### src/rtl/word_unpacker.sv
// Unpacks a captured word of LETTERS letters and presents them one per
// transfer (LSB letter first) on a valid/ready stream, then pulses done.
module word_unpacker #(
  parameter int LETTERS  = 5,
  parameter int LETTER_W = 8
) (
  input  logic                        clk,
  input  logic                        clr,
  input  logic                        ie,
  input  logic [LETTERS*LETTER_W-1:0] indata,
  output logic                        in_ready,
  output logic [LETTER_W-1:0]         out,
  output logic                        out_valid,
  input  logic                        out_ready,
  output logic [2:0]                  idx,
  output logic                        done
);

  localparam int W = LETTERS * LETTER_W;
  localparam logic [2:0] LAST = 3'(LETTERS - 1);

  typedef enum logic [1:0] {IDLE, SEND, DONE} state_t;

  state_t         state, nxt;
  logic [W-1:0]   word;
  logic           xfer;

  assign xfer = (state == SEND) && out_ready;

  always_ff @(posedge clk or posedge clr) begin
    if (clr) state <= IDLE;
    else     state <= nxt;
  end

  // idx returns to 0 on the final transfer so it already reads 0 in DONE/IDLE
  always_ff @(posedge clk or posedge clr) begin
    if (clr) begin
      word <= '0;
      idx  <= '0;
    end else if (state == IDLE && ie) begin
      word <= indata;
      idx  <= '0;
    end else if (xfer) begin
      idx <= (idx == LAST) ? 3'd0 : idx + 3'd1;
    end
  end

  always_comb begin
    nxt = state;
    case (state)
      IDLE:    if (ie) nxt = SEND;
      SEND:    if (xfer && idx == LAST) nxt = DONE;
      DONE:    nxt = IDLE;
      default: nxt = IDLE;
    endcase
  end

  assign in_ready  = (state == IDLE);
  assign out_valid = (state == SEND);
  assign done      = (state == DONE);

  always_comb begin
    out = '0;
    if (state == SEND) begin
      for (int k = 0; k < LETTERS; k++) begin
        if (idx == 3'(k)) out = word[k*LETTER_W +: LETTER_W];
      end
    end
  end

endmodule

### config.mk
export PLATFORM = sky130hd
export DESIGN_NAME = word_unpacker
export DESIGN_NICKNAME = d
export VERILOG_FILES = /design/src/rtl/word_unpacker.sv
export SDC_FILE = /design/constraint.sdc
export NUM_CORES = 1
export LEC_CHECK = 0
export ABC_AREA = 1
export BUFFER_PORTS_ARGS = -buffer_cell sky130_fd_sc_hd__buf_2
export CAP_MARGIN = 20
export CORE_UTILIZATION = 57
export DETAILED_ROUTE_END_ITERATION = 12
export PLACE_DENSITY = 0.83
export SLEW_MARGIN = 25
export SYNTH_ARGS = -nofsm -noshare
export SYNTH_HDL_FRONTEND = slang
export SYNTH_SLANG_ARGS = --single-unit
### constraint.sdc
create_clock -name clk -period 3.3 [get_ports clk]
set_input_delay 0.33 -clock clk [delete_from_list [all_inputs] [get_ports clk]]
set_output_delay 0.33 -clock clk [all_outputs]
set_load 0.02 [all_outputs]
==> results.md <==
Status:
- The flow ran to the end, and the final reports show no timing, DRC or antenna violations.

Critical path:
- The worst register-to-register path begins at state[0]$_DFFE_PP0P_.
- In this design, the stage delay of the slowest critical-path cell is 430 ps.
- The setup path with the least slack is of type flop to output port.
- The kind of launch point of the worst setup path is a flop.
- The arrival time of the worst setup path is 2170 ps.
- Walking the worst path, the cells encountered are ha_1, ha_1, inv_1, o21ai_0, inv_1, nand2_1, a21oi_1, buf_2.
- The slowest stage of the critical path is the sky130_fd_sc_hd__dfrtp_1 cell.
- Together, buffers and inverters on the worst path number 3.
- The largest fanout on the critical path is 10.
- The cell class contributing the biggest share of worst-path delay is buffers and inverters.
- The launch point of the worst path is idx[0]$_DFFE_PP0P_.
- Data on the critical path is required at its endpoint by 2970 ps.
- The worst setup path is captured at an output port.

Power and ir drop:
- Summing internal, switching and leakage power gives between 2 and 3 mW.
- The static power due to leakage is roughly 1.5 nW.
- For this design the ratio of total power to cell area is roughly 1000 mW/mm^2.
- The maximum VDD drop is 677.6 uV.

Detailed routing:
- The remaining design rule violation count is 0.
- Wires add up to ~4.6 mm.
- The count of TritonRoute iterations in the first routing pass is 4.
- In the final routed layout, each cell accounts on average for about 14 um.
- Using the TritonRoute via totals, the vias-per-cell ratio works out to roughly 5.2.
- In this run the remaining antenna-violating nets after routing total 0.
- The number of DRC markers in iteration 0 is 68.
- The detailed router placed 1776 vias in this run.

Synthesis:
- The cell area that synthesis handed to floorplanning was 0.002380 mm^2.
- The Yosys warning count is 0.
- The flop and latch count out of synthesis is 45.
- The number of distinct library cells after synthesis is 18.
- Sequential elements use 47.32% of the synthesized area.
- The total nets after synthesis is 281.
- The average cell area after synthesis is 10.26 um^2.
- The synthesized instance count is approximately 230.

Floorplanning:
- The area of the die is about 0.0044 mm^2.
- The standard-cell row count is 23.
- The I/O pin total is 58.
- The width of the chip is between 60 and 70 um.
- The core region area is 0.004000 mm^2.
- The height of the chip is 66.62 um.
- The initial cell density of the core is 59.49%.

STA:
- Hold timing on the final database bottoms out at a slack of 135.3 ps.
- Setup repair after global routing left no endpoint under its margin.
- The final hold violation count came to 0.
- The transition time at the pin with the least slew margin is 728.5 ps.
- The post-route fraction of the period consumed by the critical path is 75.70%.
- Across the routed clock network, the largest skew measured is 8.853 ps.
- Headroom to the max-slew limit came out at 51.43%.
- The number of max-slew violations in the final report is 0.
- Setup violations remaining at the end of the flow were counted as 0.
- The clock period minus final worst setup slack is 2498 ps.
- The highest clock frequency the design can meet is 0.4003 GHz.
- Adding up every negative setup slack in the final design gives 0 ps.

Clock network:
- The number of setup buffers added after CTS is 0.
- No sink is reached through more buffers than the 2 on the longest clock path.
- In this run the clock root is driven by a sky130_fd_sc_hd__clkbuf_8.
- In this run, CTS created clock tree buffers numbering 5.
- The TritonCTS clock tree is yes.
- The TritonCTS sink count is 45.
- The later pin in the worst-skew pair is clocked with a latency of 310 ps.
- Post-CTS repair changed the size of 0 cells.
- The clock edge transition at the registers on the reported setup and hold paths is 80 ps.
- The hold-fix buffer count after cts is 0.
- The number of levels in the clock H-tree is 2.

Place:
- The detailed-placement wirelength estimate is 3.338 mm.
- Including well taps, the total number of placed cells is 331.
- Input and output buffers added on the ports amount to 57.
- At the end of routability-driven placement, the weighted congestion stood at 0.8700.
- In this run the cell area measured after placement is 0.002670 mm^2.

GRT:
- Entering global routing, the biggest net connects between 40 and 50 pins.
- The number of antenna violations at the first check in global routing was 0.
- The first global-routing pass estimated 7.314 mm of wire.
- For this run the aggregate overflow at the end of global routing stands at 0.
- The number of global-route vias before repair is 1617.
- The global router's overall resource usage is 22.82%.

Cells and area:
- For this run, the number of standard cells in the final layout without fillers is 339.
- The most common cell after layout, fill and taps aside is sky130_fd_sc_hd__buf_2.
- The final instance area is 0.002753 mm^2.
- The fill cell total of the finished layout is 331.
- The area overhead of the layout relative to synthesis is 15.67%.
- 0 antenna diodes ended up in the layout.
- The final net count is about 340.
- The library cells used most frequently in the layout, excluding fill and tap cells, are 57 x sky130_fd_sc_hd__buf_2, 45 x sky130_fd_sc_hd__dfrtp_1, 40 x sky130_fd_sc_hd__nand2_1.
- In the final layout, the share of cells above drive strength 1 is 35.99%.

Flow run:
- The tool flagged a number of max-cap violations equal to 0.

Worst hold path:
- In this run the worst hold path is classified as input port to async pin.
==> sequential cells by signal, indices dropped and copies added (netlist names) <==
signal  flops
word       40
idx         3
state       2
==> Yosys cell counts (all sizes together) <==
library cell	instances	share of area (%)
inv	35	5.5
nand2	41	6.8
nand4	1	0.26
o21ai	21	4.4
o22ai	1	0.26
buf	8	2.6
a21oi	11	2.3
clkbuf	1	0.16
nor2	8	1.6
dfrtp	45	47
mux2	37	22
ha	5	2.6
nand3	18	3.8
==> area by class of cell <==
class	instances	area (um^2)	share of cell area [%]
clock buffers	6	72.57	2.636
multi-input cells	143	1057	38.41
well taps	50	62.56	2.273
clock inverters	2	10.01	0.3636
repair buffers	58	292.8	10.64
flip-flops and latches	45	1126	40.91
inverters	35	131.4	4.773
==> kinds of logic after synthesis <==
group / count (synthesis) / synth area share, %
adders and majority gates: 5 / 2.629
AOI/OAI and AO/OA: 33 / 6.993
buffers and inverters: 44 / 8.255
and+or+nand+nor: 68 / 12.41
muxes: 37 / 22.40
DFF: 45 / 47.32
==> worst min-delay path, cell delays in order <==
cell and delay [ps]:
sky130_fd_sc_hd__buf_2 100, sky130_fd_sc_hd__clkinv_1 30, sky130_fd_sc_hd__buf_4 450
==> per-layer routing <==
metal,GRT usage (%),wire length (um)
met1,28.92,1935
met2,36.62,2301
met3,6.849,255
met4,8.245,122
met5,0,0
==> report_power, final <==
part | total, mW | internal [mW] | leakage (nW) | switching, mW
Combinational | 1.43 | 0.658 | 0.945 | 0.773
Clock | 0.326 | 0.147 | 0.0450 | 0.180
Sequential | 0.997 | 0.826 | 0.532 | 0.171
Total | 2.75 | 1.63 | 1.52 | 1.12
==> per-stage QoR <==
stage | setup WS (ps) | utilization (%)
3_3_place_gp | 1190 | 66.75
2_1_floorplan | 1275 | -
5_1_grt | 647.4 | 68.81
3_5_place_dp | 1179 | 66.75
6_report | 802.0 | 68.81
4_1_cts | 815.7 | 68.81
==> final timing paths <==
kind	to	slack, ps	cells after the start
setup / recovery	out[2]	800	8
hold / removal	state[0]$_DFFE_PP0P_	140	3
setup reg to reg	idx[0]$_DFFE_PP0P_	1720	5
hold reg to reg	word[16]$_DFFE_PP0P_	510	1
max in group asynchronous	word[22]$_DFFE_PP0P_	2780	3
min in group clk	word[28]$_DFFE_PP0P_	250	2
No activity file was read; power rests on OpenSTA's default activity.
